## config.mk

```make
export PLATFORM = sky130hd
export DESIGN_NAME = ram_arbiter_flat
export DESIGN_NICKNAME = d
export VERILOG_FILES = /design/src/rtl/ram_arbiter_pkg.sv /design/src/rtl/ram_arbiter_if.sv /design/src/rtl/ram_arbiter_rr.sv /design/src/rtl/ram_arbiter.sv /design/src/flat_wrapper.sv
export SDC_FILE = /design/constraint.sdc
export NUM_CORES = 1
export LEC_CHECK = 0
export BUFFER_PORTS_ARGS = -buffer_cell sky130_fd_sc_hd__buf_2
export CAP_MARGIN = 20
export CORE_ASPECT_RATIO = 0.6
export CORE_MARGIN = 5
export CORE_UTILIZATION = 30
export DETAILED_ROUTE_END_ITERATION = 10
export HOLD_SLACK_MARGIN = 0.05
export PLACE_DENSITY = 0.8
export SYNTH_ARGS = -nofsm -noshare
export SYNTH_HDL_FRONTEND = slang
export SYNTH_SLANG_ARGS = --single-unit
```

## constraint.sdc

```tcl
create_clock -name clk -period 1.4 [get_ports clk]
set_input_delay 0.21 -clock clk [delete_from_list [all_inputs] [get_ports clk]]
set_output_delay 0.21 -clock clk [all_outputs]
set_load 0.05 [all_outputs]
```

## src/rtl/ram_arbiter_pkg.sv

```systemverilog
// Shared types for the two-port RAM arbiter: port identifiers, lock owner
// encoding and the one-cycle response tag.
package ram_arbiter_pkg;

  localparam logic PORT0 = 1'b0;
  localparam logic PORT1 = 1'b1;

  typedef enum logic [1:0] {
    OWN_NONE,
    OWN_P0,
    OWN_P1
  } lock_owner_t;

  typedef struct packed {
    logic valid;
    logic port;
    logic err;
    logic was_read;
  } resp_tag_t;

  function automatic lock_owner_t owner_of(input logic port);
    return (port == PORT1) ? OWN_P1 : OWN_P0;
  endfunction

endpackage

```

## src/rtl/ram_arbiter_if.sv

```systemverilog
// Requester-side bus of the RAM arbiter: both ports' request fields plus
// grant/response flags and the shared read data.
interface ram_arbiter_if;

  logic        p0_req;
  logic        p0_lock;
  logic        p0_we;
  logic [15:0] p0_addr;
  logic [7:0]  p0_wdata;
  logic        p0_gnt;
  logic        p0_rvalid;
  logic        p0_err;

  logic        p1_req;
  logic        p1_lock;
  logic        p1_we;
  logic [15:0] p1_addr;
  logic [7:0]  p1_wdata;
  logic        p1_gnt;
  logic        p1_rvalid;
  logic        p1_err;

  logic [7:0]  rdata;

  modport slave (
    input  p0_req, p0_lock, p0_we, p0_addr, p0_wdata,
    input  p1_req, p1_lock, p1_we, p1_addr, p1_wdata,
    output p0_gnt, p0_rvalid, p0_err,
    output p1_gnt, p1_rvalid, p1_err,
    output rdata
  );

  modport master (
    output p0_req, p0_lock, p0_we, p0_addr, p0_wdata,
    output p1_req, p1_lock, p1_we, p1_addr, p1_wdata,
    input  p0_gnt, p0_rvalid, p0_err,
    input  p1_gnt, p1_rvalid, p1_err,
    input  rdata
  );

endinterface

```

## src/rtl/ram_arbiter_rr.sv

```systemverilog
// Two-way round-robin picker; a live lock (owner set, count below LOCK_MAX)
// overrides the rotation when both ports contend.
module ram_arbiter_rr
  import ram_arbiter_pkg::*;
#(
  parameter int unsigned LOCK_MAX = 4,
  parameter int unsigned CNT_W    = 3
) (
  input  logic [1:0]       req,
  input  logic             rr_last,
  input  lock_owner_t      lock_owner,
  input  logic [CNT_W-1:0] lock_cnt,
  output logic [1:0]       gnt
);

  localparam logic [CNT_W-1:0] CNT_MAX = CNT_W'(LOCK_MAX);

  logic lock_live;

  always_comb begin
    gnt       = '0;
    lock_live = (lock_owner != OWN_NONE) && (lock_cnt < CNT_MAX);
    unique case (req)
      2'b01: gnt = 2'b01;
      2'b10: gnt = 2'b10;
      2'b11: begin
        if (lock_live)
          gnt = (lock_owner == OWN_P1) ? 2'b10 : 2'b01;
        else
          gnt = (rr_last == PORT1) ? 2'b01 : 2'b10;
      end
      default: gnt = '0;
    endcase
  end

endmodule

```

## src/rtl/ram_arbiter.sv

```systemverilog
// Shares a single-port byte RAM between instruction fetch (port 0) and the
// load/store unit (port 1); responses return one cycle after the grant.
module ram_arbiter
  import ram_arbiter_pkg::*;
#(
  parameter int unsigned MEM_LENGTH = 255,
  parameter int unsigned LOCK_MAX   = 4
) (
  input  logic        clk,
  input  logic        reset,
  ram_arbiter_if.slave bus,
  output logic [15:0] ram_address,
  output logic [7:0]  ram_data_in,
  output logic        ram_write_enable,
  output logic        ram_read_enable,
  input  logic [7:0]  ram_data_out
);

  localparam int unsigned      CNT_W    = $clog2(LOCK_MAX + 1);
  localparam logic [15:0]      ADDR_MAX = 16'(MEM_LENGTH);
  localparam logic [CNT_W-1:0] CNT_MAX  = CNT_W'(LOCK_MAX);

  logic [1:0]       req;
  logic [1:0]       gnt;
  logic             granted;
  logic             sel;
  logic             sel_we;
  logic             sel_lock;
  logic             in_range;
  logic             rr_last;
  lock_owner_t      lock_owner;
  logic [CNT_W-1:0] lock_cnt;
  resp_tag_t        tag;

  assign req = {bus.p1_req, bus.p0_req} & {2{~reset}};

  ram_arbiter_rr #(
    .LOCK_MAX(LOCK_MAX),
    .CNT_W   (CNT_W)
  ) u_rr (
    .req       (req),
    .rr_last   (rr_last),
    .lock_owner(lock_owner),
    .lock_cnt  (lock_cnt),
    .gnt       (gnt)
  );

  // With no grant sel stays 0, so the RAM bus idles on port-0 values.
  always_comb begin
    granted          = |gnt;
    sel              = gnt[1];
    ram_address      = sel ? bus.p1_addr  : bus.p0_addr;
    ram_data_in      = sel ? bus.p1_wdata : bus.p0_wdata;
    sel_we           = sel ? bus.p1_we    : bus.p0_we;
    sel_lock         = sel ? bus.p1_lock  : bus.p0_lock;
    in_range         = (ram_address <= ADDR_MAX);
    ram_write_enable = granted &  sel_we & in_range;
    ram_read_enable  = granted & ~sel_we & in_range;
    bus.p0_gnt       = gnt[0];
    bus.p1_gnt       = gnt[1];
  end

  // A lock handed to a different port starts its own count instead of
  // inheriting the previous owner's saturated one.
  always_ff @(posedge clk) begin
    if (reset) begin
      rr_last    <= PORT1;
      lock_owner <= OWN_NONE;
      lock_cnt   <= '0;
      tag        <= '0;
    end else begin
      tag <= '{valid: granted, port: sel, err: granted & ~in_range, was_read: ~sel_we};
      if (granted) begin
        rr_last <= sel;
        if (sel_lock) begin
          lock_owner <= owner_of(sel);
          if (lock_owner != owner_of(sel))
            lock_cnt <= CNT_W'(1);
          else if (lock_cnt != CNT_MAX)
            lock_cnt <= lock_cnt + CNT_W'(1);
        end else begin
          lock_owner <= OWN_NONE;
          lock_cnt   <= '0;
        end
      end else begin
        lock_owner <= OWN_NONE;
        lock_cnt   <= '0;
      end
    end
  end

  // Reset gates the response combinationally so a tag left from the cycle
  // before reset never surfaces.
  always_comb begin
    bus.p0_rvalid = tag.valid & (tag.port == PORT0) & ~reset;
    bus.p1_rvalid = tag.valid & (tag.port == PORT1) & ~reset;
    bus.p0_err    = bus.p0_rvalid & tag.err;
    bus.p1_err    = bus.p1_rvalid & tag.err;
    bus.rdata     = (tag.valid & tag.was_read & ~tag.err & ~reset) ? ram_data_out : '0;
  end

endmodule

```

## src/flat_wrapper.sv

```systemverilog
// flat-port wrapper written by rule: the top's interface ports become plain ports
module ram_arbiter_flat import ram_arbiter_pkg::*;
#(
  parameter int unsigned MEM_LENGTH = 255,
  parameter int unsigned LOCK_MAX   = 4
)
  (clk, reset, ram_address, ram_data_in, ram_write_enable, ram_read_enable, ram_data_out, bus_p0_req, bus_p0_lock, bus_p0_we, bus_p0_addr, bus_p0_wdata, bus_p1_req, bus_p1_lock, bus_p1_we, bus_p1_addr, bus_p1_wdata, bus_p0_gnt, bus_p0_rvalid, bus_p0_err, bus_p1_gnt, bus_p1_rvalid, bus_p1_err, bus_rdata);
  ram_arbiter_if bus_i ();
  input  logic clk;
  input  logic reset;
  output logic [15:0] ram_address;
  output logic [7:0] ram_data_in;
  output logic ram_write_enable;
  output logic ram_read_enable;
  input  logic [7:0] ram_data_out;
  input wire logic [$bits(bus_i.p0_req)-1:0] bus_p0_req;
  input wire logic [$bits(bus_i.p0_lock)-1:0] bus_p0_lock;
  input wire logic [$bits(bus_i.p0_we)-1:0] bus_p0_we;
  input wire logic [$bits(bus_i.p0_addr)-1:0] bus_p0_addr;
  input wire logic [$bits(bus_i.p0_wdata)-1:0] bus_p0_wdata;
  input wire logic [$bits(bus_i.p1_req)-1:0] bus_p1_req;
  input wire logic [$bits(bus_i.p1_lock)-1:0] bus_p1_lock;
  input wire logic [$bits(bus_i.p1_we)-1:0] bus_p1_we;
  input wire logic [$bits(bus_i.p1_addr)-1:0] bus_p1_addr;
  input wire logic [$bits(bus_i.p1_wdata)-1:0] bus_p1_wdata;
  output wire logic [$bits(bus_i.p0_gnt)-1:0] bus_p0_gnt;
  output wire logic [$bits(bus_i.p0_rvalid)-1:0] bus_p0_rvalid;
  output wire logic [$bits(bus_i.p0_err)-1:0] bus_p0_err;
  output wire logic [$bits(bus_i.p1_gnt)-1:0] bus_p1_gnt;
  output wire logic [$bits(bus_i.p1_rvalid)-1:0] bus_p1_rvalid;
  output wire logic [$bits(bus_i.p1_err)-1:0] bus_p1_err;
  output wire logic [$bits(bus_i.rdata)-1:0] bus_rdata;
  assign bus_i.p0_req = bus_p0_req;
  assign bus_i.p0_lock = bus_p0_lock;
  assign bus_i.p0_we = bus_p0_we;
  assign bus_i.p0_addr = bus_p0_addr;
  assign bus_i.p0_wdata = bus_p0_wdata;
  assign bus_i.p1_req = bus_p1_req;
  assign bus_i.p1_lock = bus_p1_lock;
  assign bus_i.p1_we = bus_p1_we;
  assign bus_i.p1_addr = bus_p1_addr;
  assign bus_i.p1_wdata = bus_p1_wdata;
  assign bus_p0_gnt = bus_i.p0_gnt;
  assign bus_p0_rvalid = bus_i.p0_rvalid;
  assign bus_p0_err = bus_i.p0_err;
  assign bus_p1_gnt = bus_i.p1_gnt;
  assign bus_p1_rvalid = bus_i.p1_rvalid;
  assign bus_p1_err = bus_i.p1_err;
  assign bus_rdata = bus_i.rdata;
  ram_arbiter #(.MEM_LENGTH(MEM_LENGTH), .LOCK_MAX(LOCK_MAX)) u_core (.clk(clk), .reset(reset), .bus(bus_i), .ram_address(ram_address), .ram_data_in(ram_data_in), .ram_write_enable(ram_write_enable), .ram_read_enable(ram_read_enable), .ram_data_out(ram_data_out));
endmodule
```

==> results.txt, run 1 <==
----------------------------------------------------
[Outcome]
  Result of the run ... finished with violations
  Violations in the final reports ... negative setup slack

[Synthesis]
  Post-synthesis async set-or-reset flop share ... 0%
  #FFs+latches synth ... 10
  Main synth FF type ... sky130_fd_sc_hd__dfxtp_1
  Gate Count Post-Synth ... 108
  Share of the synthesized area in the top cell type ... 19.9%
  Mean area per synthesized cell ... 9.31 sq um
  Combinational family with the most area after synthesis ... multiplexers
  Compound-cell area share of the yosys netlist ... 12.6%
  Adder-cell area share of the yosys netlist ... 2.49%
  Cell types with the largest area share after synthesis ... sky130_fd_sc_hd__dfxtp_1 20%, sky130_fd_sc_hd__mux2_4 18%, sky130_fd_sc_hd__mux2_2 9.0%, sky130_fd_sc_hd__and2_1 5.6%, sky130_fd_sc_hd__mux2_1 4.5%
  Post-Syn Area ... 1010 sq um
  Number of library cell types mapped by synthesis ... 35
  Simple logic cell fraction of the synthesized area ... 23.8%
  Number of enable flip-flop cells after synthesis ... 0
  Synth warnings ... 0
  Top cell type by total area after synthesis ... sky130_fd_sc_hd__dfxtp_1
  Net count after synthesis ... 174
  Xor/xnor cell area share of the yosys netlist ... 0.871%
  Sequential cell area fraction in the yosys report ... 19.9%
  Multiplexer fraction of the synthesized cell area ... 32.3%

[Layout]
  Layout cell share with drive strength beyond 1 ... 79.5%
  Inserted Diodes ... 0
  Fin nets ... 316
  Filler instances ... 256
  Final design instance area without fill ... 2280 sq um
  Post-synthesis to final-layout area growth ... 127%
  Footprint of the flip-flops and latches ... 209 sq um
  Area of combinational cells with multiple inputs ... 877 sq um
  Util after Layout ... 70.4%

[Timing]
  Number of hold-slack violations in the final timing report ... 0
  Number of max-slew violations in the final report ... 0
  Slew at the pin closest to its max-slew limit ... 0.332 ns
  Clk_skew ... 0.0116 ns
  Highest attainable clock frequency ... 0.507 GHz
  Final Worst Setup Slack ... -0.571 ns
  Relative slew margins ... 77.6%
  Minimum clock period after layout ... 1.97 ns
  Unrepaired setup endpoints after global routing ... true
  Final Setup Violations ... 39
  Final worst-path cycle share ... 141%

[Drt]
  DR WL/cell ... 14.2 microns
  Detailed-routing iteration count for the pre-antenna-repair pass ... 4
  Antenna-violating nets left ... 0
  DRC errors left ... 0
  Starting DRT DRC Count ... 30
  Vias after detailed routing ... 1352
  Routed wire length ... 4.17 mm
  Vias per Instance ... 4.60

[Critical path]
  Data required time of the critical path ... 1.19 ns
  Critical-path cell list ... nor2b_4 > o2111ai_4 > buf_6 > or3_4 > a21oi_4 > buf_6
  Slowest cell on crit path ... sky130_fd_sc_hd__or3_4
  Worst path arrival time ... 1.76 ns
  Stage delay of the slowest cell on the critical path ... 0.38 ns
  Critical Path Start Type ... flop
  Cell type group with the largest total delay on the critical path ... simple AND/OR/NAND/NOR gates
  Most frequent cell on the critical path ... sky130_fd_sc_hd__buf_6
  Start-to-end type of the worst setup path ... reg -> out
  Critical path peak fanout ... 5
  Number of buffer and inverter stages on the critical path ... 2
  Sort of element at the end of the critical path ... output pin

[Floorplan]
  Area of the placeable core ... 3240 sq um
  Initial core utilization ... 31.0%
  Die boundary height ... 54.9 microns
  IO Pins ... 104
  DIE AREA ... 4650 sq um
  Die extent in x ... 84.8 microns
  Placement Rows ... 16

[Placement]
  Number of buffers added on ports ... 103
  Routability congestion estimate from global placement ... 0.815
  Placed cell areas ... 1850 sq um
  Detailed-placement wirelength estimate ... 3.25 mm
  Pre-CTS worst setup slack ... -0.434 ns

[Global routing]
  Wire length of the first global-routing pass ... 6.44 mm
  Total Routing Usage GR ... 17.8%
  Initial antenna violation count ... 0
  Largest net degree at the start of global routing ... 13
  Overall overflow remaining after global route ... 0
  Via count of the first global-routing pass ... 1417

[Pwr]
  Switching share of power ... 39.1%
  Cell internal pwr ... 0.000851 W
  Combinational share of power ... 55.0%
  Power density over cell area ... 612 nW/um^2
  Worst IR drop on VDD ... 0.331 mV
  P_sw ... 0.000547 W
  Sequential power share ... 22.1%
  Clock share of power ... 22.9%
  Leak pwr ... 1.22 nW

[Clocking]
  CTS Hold Buffers Added ... 0
  CTS tree ... yes
  Clk sinks ... 10
  Post-CTS clock slew at the launch and capture registers of the worst setup and hold paths ... 0.05 ns
  Clock latency of the later-clocked register in the worst-skew pair ... 0.25 ns
  Largest buffer count on any clock path ... 2
  CTS H-Tree Depth ... 1
  CTS Buf Count ... 3
  CTS root buf ... sky130_fd_sc_hd__clkbuf_8

[Worst hold path]
  Kind of path behind the tightest hold check ... in -> reg

[Flow run]
  MaxCap Viol Count ... 0

----------------------------------------------------
[power by group through the flow]
stage | clock network [W] | registers [W] | logic [W]
2_1_floorplan | 0 | 0.000311 | 0.000435
3_3_place_gp | 0 | 0.000312 | 0.000645
3_5_place_dp | 0 | 0.000312 | 0.000653
4_1_cts | 0.000325 | 0.000309 | 0.000759
5_1_grt | 0.000337 | 0.000311 | 0.000807
6_report | 0.000321 | 0.000309 | 0.000768
[metal layers]
metal  track usage, %  up-vias  part of all wire [%]
li1                 -      672                     -
met1             20.5      618                    42
met2             33.5       60                    50
met3             5.86        2                   8.5
met4             3.16        0                  0.19
met5                0        -                     0
[flip-flops by register name, summed over array words and instances, names as in the netlist]
register and cells:
u_core.lock_owner 2, u_core.lock_cnt 3, u_core.rr_last 1, u_core.tag 4
[final cells by class]
| type | count | share of cell area [%] |
|---|---|---|
| clock buffers | 4 | 1.97 |
| inverters | 12 | 2.30 |
| multi-input cells | 83 | 38.4 |
| flip-flops and latches | 10 | 9.15 |
| well taps | 45 | 2.46 |
| repair buffers | 140 | 45.7 |
[layout by cell type, fill, tap and decap left out, types with 2 or more instances in the layout]
cell type / count
sky130_fd_sc_hd__a21oi_4: 2
sky130_fd_sc_hd__and2_4: 8
sky130_fd_sc_hd__buf_2: 63
sky130_fd_sc_hd__buf_4: 50
sky130_fd_sc_hd__buf_6: 13
sky130_fd_sc_hd__buf_8: 11
sky130_fd_sc_hd__clkbuf_4: 2
sky130_fd_sc_hd__clkbuf_8: 3
sky130_fd_sc_hd__dfxtp_1: 5
sky130_fd_sc_hd__dfxtp_2: 4
sky130_fd_sc_hd__ha_1: 2
sky130_fd_sc_hd__inv_1: 11
sky130_fd_sc_hd__mux2_4: 23
sky130_fd_sc_hd__nand2_1: 7
sky130_fd_sc_hd__nand3b_1: 2
sky130_fd_sc_hd__nor2_1: 2
sky130_fd_sc_hd__nor2b_4: 2
sky130_fd_sc_hd__nor3_2: 2
sky130_fd_sc_hd__nor4_1: 2
sky130_fd_sc_hd__o2111ai_1: 2
sky130_fd_sc_hd__o21ai_0: 2
sky130_fd_sc_hd__or3_4: 2
sky130_fd_sc_hd__or4_1: 2
[stage by stage]
| stage | TNS, ns | hold WS [ns] | std cells | power [W] |
|---|---|---|---|---|
| final | -15.14 | 0.224 | 294 | 0.00140 |
| after global placement | -9.77 | 0.468 | 281 | 0.000957 |
| after floorplan | -3.69 | 0.279 | 108 | 0.000746 |
| after CTS | -14.62 | 0.223 | 293 | 0.00139 |
| after global routing | -17.32 | 0.234 | 294 | 0.00146 |
| after detailed placement | -10.72 | 0.483 | 281 | 0.000966 |
[worst reg2reg max path, stage by stage, from the launching register on]
cell                      delay, ns
sky130_fd_sc_hd__dfxtp_2       0.32
sky130_fd_sc_hd__nor2b_4       0.13
sky130_fd_sc_hd__buf_4         0.13
sky130_fd_sc_hd__buf_6         0.11
sky130_fd_sc_hd__o221a_1       0.23
sky130_fd_sc_hd__o41a_1        0.41
sky130_fd_sc_hd__nor3_2        0.17
[synth_stat cells, drive strengths merged, types with 2 or more instances]
| cell type | n |
|---|---|
| a21oi | 2 |
| and2 | 9 |
| and3 | 2 |
| and3b | 2 |
| buf | 3 |
| dfxtp | 10 |
| ha | 2 |
| inv | 12 |
| mux2 | 24 |
| nand2 | 8 |
| nand3b | 3 |
| nor2 | 4 |
| nor2b | 3 |
| nor3 | 3 |
| nor4 | 2 |
| o2111ai | 3 |
| o21ai | 2 |
| or3 | 2 |
| or4 | 2 |
[path summary, 6_finish.rpt]
| check | start | end | slack [ns] | depth (start not counted) |
|---|---|---|---|---|
| min | bus_p0_lock | u_core.lock_owner[0] | 0.22 | 3 |
| max | u_core.lock_owner[1] | ram_read_enable | -0.57 | 6 |
| max reg2reg | u_core.lock_owner[1] | u_core.lock_cnt[1] | -0.19 | 6 |
| min reg2reg | u_core.lock_cnt[1] | u_core.lock_cnt[1] | 0.59 | 2 |
[cell families after synthesis]
family                   after synthesis
flip-flops                            10
XOR/XNOR                               1
AND/OR/NAND/NOR                       41
AO/OA/AOI/OAI                         14
adder cells (fa/ha/maj)                2
buffers and inverters                 15
multiplexers                          25
[what timing repair did]
action / 4_1_cts / 5_1_grt
pin swaps: 13 / 12
buffers inserted: 8 / 2
gates cloned: 1 / 0
endpoints found under the setup margin: 44 / 44
resized for setup: 90 / 11
No activity file was read; power rests on OpenSTA's default activity.
==> run 2: changes to the inputs <==
--- a/config.mk
+++ b/config.mk
@@ -7,7 +7,7 @@
 export LEC_CHECK = 0
 export BUFFER_PORTS_ARGS = -buffer_cell sky130_fd_sc_hd__buf_2
 export CAP_MARGIN = 20
-export CORE_ASPECT_RATIO = 0.6
+export CORE_ASPECT_RATIO = 1.75
 export CORE_MARGIN = 5
 export CORE_UTILIZATION = 30
 export DETAILED_ROUTE_END_ITERATION = 10
==> results.txt, run 2 (synthesized netlist as in run 1, its figures left out) <==
----------------------------------------------------
[Timing]
  Minimum clock period after layout ... 1.92 ns (-0.0463 ns)
  Relative slew margins ... 65.4% (-12 points)
  Final Setup Violations ... 36 (-7.7%)
  Final worst-path cycle share ... 137% (-3.3 points)
  Slew at the pin closest to its max-slew limit ... 0.514 ns (+0.182 ns)
  Clk_skew ... 0.00539 ns (-0.00625 ns)
  Highest attainable clock frequency ... 0.520 GHz (+2.4%)
  Final Worst Setup Slack ... -0.524 ns (+0.0463 ns)
  Number of max-slew violations in the final report ... 0 (unchanged)
  Unrepaired setup endpoints after global routing ... true
  Number of hold-slack violations in the final timing report ... 0 (unchanged)

[Pwr]
  Worst IR drop on VDD ... 0.392 mV (+19%)
  Leak pwr ... 1.21 nW (-0.90%)
  Power density over cell area ... 638 nW/um^2 (+4.3%)
  Pwr Total ... 0.00145 W (+3.8%)

[Critical path]
  Critical-path cell list ... nor2b_4 > o2111ai_4 > buf_6 > mux2_4 > buf_6
  Worst path arrival time ... 1.71 ns (-0.05 ns)
  Stage delay of the slowest cell on the critical path ... 0.33 ns (-0.05 ns)
  Critical Path Start Type ... flop
  Sort of element at the end of the critical path ... output pin
  Register-to-register path setup slack ... 0.01 ns (+0.20 ns)
  Most frequent cell on the critical path ... sky130_fd_sc_hd__buf_6
  Startpoint of the worst-slack reg-to-reg timing path ... u_core.lock_owner[1]
  Number of buffer and inverter stages on the critical path ... 2 (unchanged)
  Capture instance of the worst register-to-register path ... u_core.lock_cnt[1]
  Critical path peak fanout ... 8 (+3)
  Cell type group with the largest total delay on the critical path ... buffers and inverters
  Start-to-end type of the worst setup path ... reg -> out
  Slowest cell on crit path ... sky130_fd_sc_hd__o2111ai_4
  Length in cells of the worst reg-to-reg path ... 5 (-1)
  Data required time of the critical path ... 1.19 ns (about the same)

[Layout]
  Area of combinational cells with multiple inputs ... 876 sq um (-0.14%)
  Fin nets ... 309 (-2.2%)
  Largest regs ... u_core.tag (4), u_core.lock_cnt (3), u_core.lock_owner (2)
  Commonest non-fill, non-tap cell in the layout ... sky130_fd_sc_hd__buf_2
  Layout cell share with drive strength beyond 1 ... 78.9% (-0.59 points)
  Final cell count without fillers ... 287 (-2.4%)
  Largest register by flop count ... u_core.tag
  Filler instances ... 244 (-4.7%)
  Footprint of the flip-flops and latches ... 209 sq um (unchanged)
  Commonest cells after routing, fill and taps aside ... 63 x sky130_fd_sc_hd__buf_2, 30 x sky130_fd_sc_hd__buf_6, 29 x sky130_fd_sc_hd__buf_4
  Inserted Diodes ... 0 (unchanged)
  Post-synthesis to final-layout area growth ... 126%
  Number of flip-flops in the largest register ... 4 (unchanged)

[Global routing]
  Total Routing Usage GR ... 19.4% (+1.5 points)
  Via count of the first global-routing pass ... 1482 (+4.6%)
  Wire length of the first global-routing pass ... 6.81 mm (+5.7%)
  Largest net degree at the start of global routing ... 12 (-1)
  Overall overflow remaining after global route ... 0 (unchanged)
  Initial antenna violation count ... 0 (unchanged)

[Drt]
  Antenna-violating nets left ... 0 (unchanged)
  Vias after detailed routing ... 1379 (+2.0%)
  Routed wire length ... 4.51 mm (+8.1%)
  DRC errors left ... 0 (unchanged)
  DR WL/cell ... 15.7 microns (+11%)
  Detailed-routing iteration count for the pre-antenna-repair pass ... 4 (unchanged)
  Starting DRT DRC Count ... 16 (-47%)
  Vias per Instance ... 4.80 (+4.5%)

[Worst hold path]
  Hold Crit Endpoint ... u_core.lock_owner[0]
  Kind of path behind the tightest hold check ... in -> reg
  Origin of the worst min-delay path ... bus_p0_lock
  Cells on Worst Hold Path ... 3 (unchanged)

[Floorplan]
  IO Pins ... 104 (unchanged)
  DIE AREA ... 4660 sq um (+0.17%)
  Area of the placeable core ... 3330 sq um (+2.6%)
  Placement Rows ... 28 (+12)
  Die extent in x ... 53.8 microns (-37%)
  Initial core utilization ... 30.2% (-0.79 points)
  Die boundary height ... 86.6 microns (+58%)

[Clocking]
  Post-CTS clock slew at the launch and capture registers of the worst setup and hold paths ... 0.05 ns (about the same)
  CTS Buf Count ... 3 (unchanged)
  Clock latency of the later-clocked register in the worst-skew pair ... 0.23 ns (-0.02 ns)
  CTS root buf ... sky130_fd_sc_hd__clkbuf_8
  CTS H-Tree Depth ... 1 (unchanged)
  Clk sinks ... 10 (unchanged)
  Largest buffer count on any clock path ... 2 (unchanged)
  CTS tree ... yes
  CTS Hold Buffers Added ... 0 (unchanged)

[Placement]
  Number of buffers added on ports ... 103 (unchanged)
  Detailed-placement wirelength estimate ... 3.32 mm (+2.3%)
  Cells after DPL ... 279 (-0.71%)
  Pre-CTS worst setup slack ... -0.436 ns (-0.00168 ns)
  Routability congestion estimate from global placement ... 0.750 (-7.9%)

[Outcome]
  Result of the run ... finished with violations
  Violations in the final reports ... negative setup slack

[Flow run]
  MaxCap Viol Count ... 0 (unchanged)

----------------------------------------------------
-- run 2: cell types whose count changed in the layout (fill, tap and decap cells not counted), sizes merged --
| cell | change |
|---|---|
| buf | -6 |
| clkbuf | -1 |
-- run 2: timing repair --
item	CTS	global route
buffers inserted	3	1
pin swaps	12	9
resized for setup	107	5
gates cloned	0	0
setup endpoints to repair	43	43
-- run 2: layout make-up --
cell class,instances,share of cell area [%]
Clock buffer,4,2.42
Inverter,12,2.20
Multi-Input combinational cell,83,38.5
Sequential cell,10,9.19
Tap cell,45,2.48
Timing Repair Buffer,133,45.2
-- run 2: power by group --
part           internal (W)  switching, W  total (W)
Clock              0.000247      0.000116   0.000363
Sequential         0.000299    0.00000869   0.000308
Combinational      0.000358      0.000422   0.000781
-- run 2: per-stage QoR --
step	setup TNS (ns)	util [%]	cell area, sq um	hold WS [ns]
4_1_cts	-14.53	67.5	2250	0.235
2_1_floorplan	-3.69	-	1110	0.279
5_1_grt	-16.06	68.3	2270	0.253
3_5_place_dp	-10.19	55.3	1840	0.487
3_3_place_gp	-9.24	55.3	1840	0.484
6_report	-13.82	68.3	2270	0.241
-- run 2: how the worst max path moves through the flow --
stage / cells after the start / slack, ns / endpoint / start
after floorplan: 4 / -0.27 / ram_write_enable / u_core.lock_cnt[2]
after global placement: 6 / -0.40 / ram_read_enable / bus_p0_addr[11]
after detailed placement: 6 / -0.44 / ram_read_enable / bus_p0_addr[11]
after CTS: 5 / -0.54 / ram_write_enable / u_core.lock_cnt[2]
after global routing: 5 / -0.59 / ram_write_enable / u_core.lock_owner[1]
final: 5 / -0.52 / ram_data_in[1] / u_core.lock_owner[1]
-- run 2: worst register-to-register path: cells and delay by family (launching register included) --
family | cells | cell delay, ns
AO/OA/AOI/OAI | 2 | 0.59
flip-flops | 1 | 0.32
AND/OR/NAND/NOR | 2 | 0.29
buffers and inverters | 1 | 0.11
-- run 2: metal layers --
| metal | vias up | track usage (%) | routed length [microns] |
|---|---|---|---|
| met5 | - | 0 | 0 |
| met4 | 0 | 5.12 | 93 |
| met3 | 8 | 6.54 | 537 |
| met2 | 88 | 39.2 | 2620 |
| met1 | 628 | 16.3 | 1260 |
| li1 | 655 | - | - |
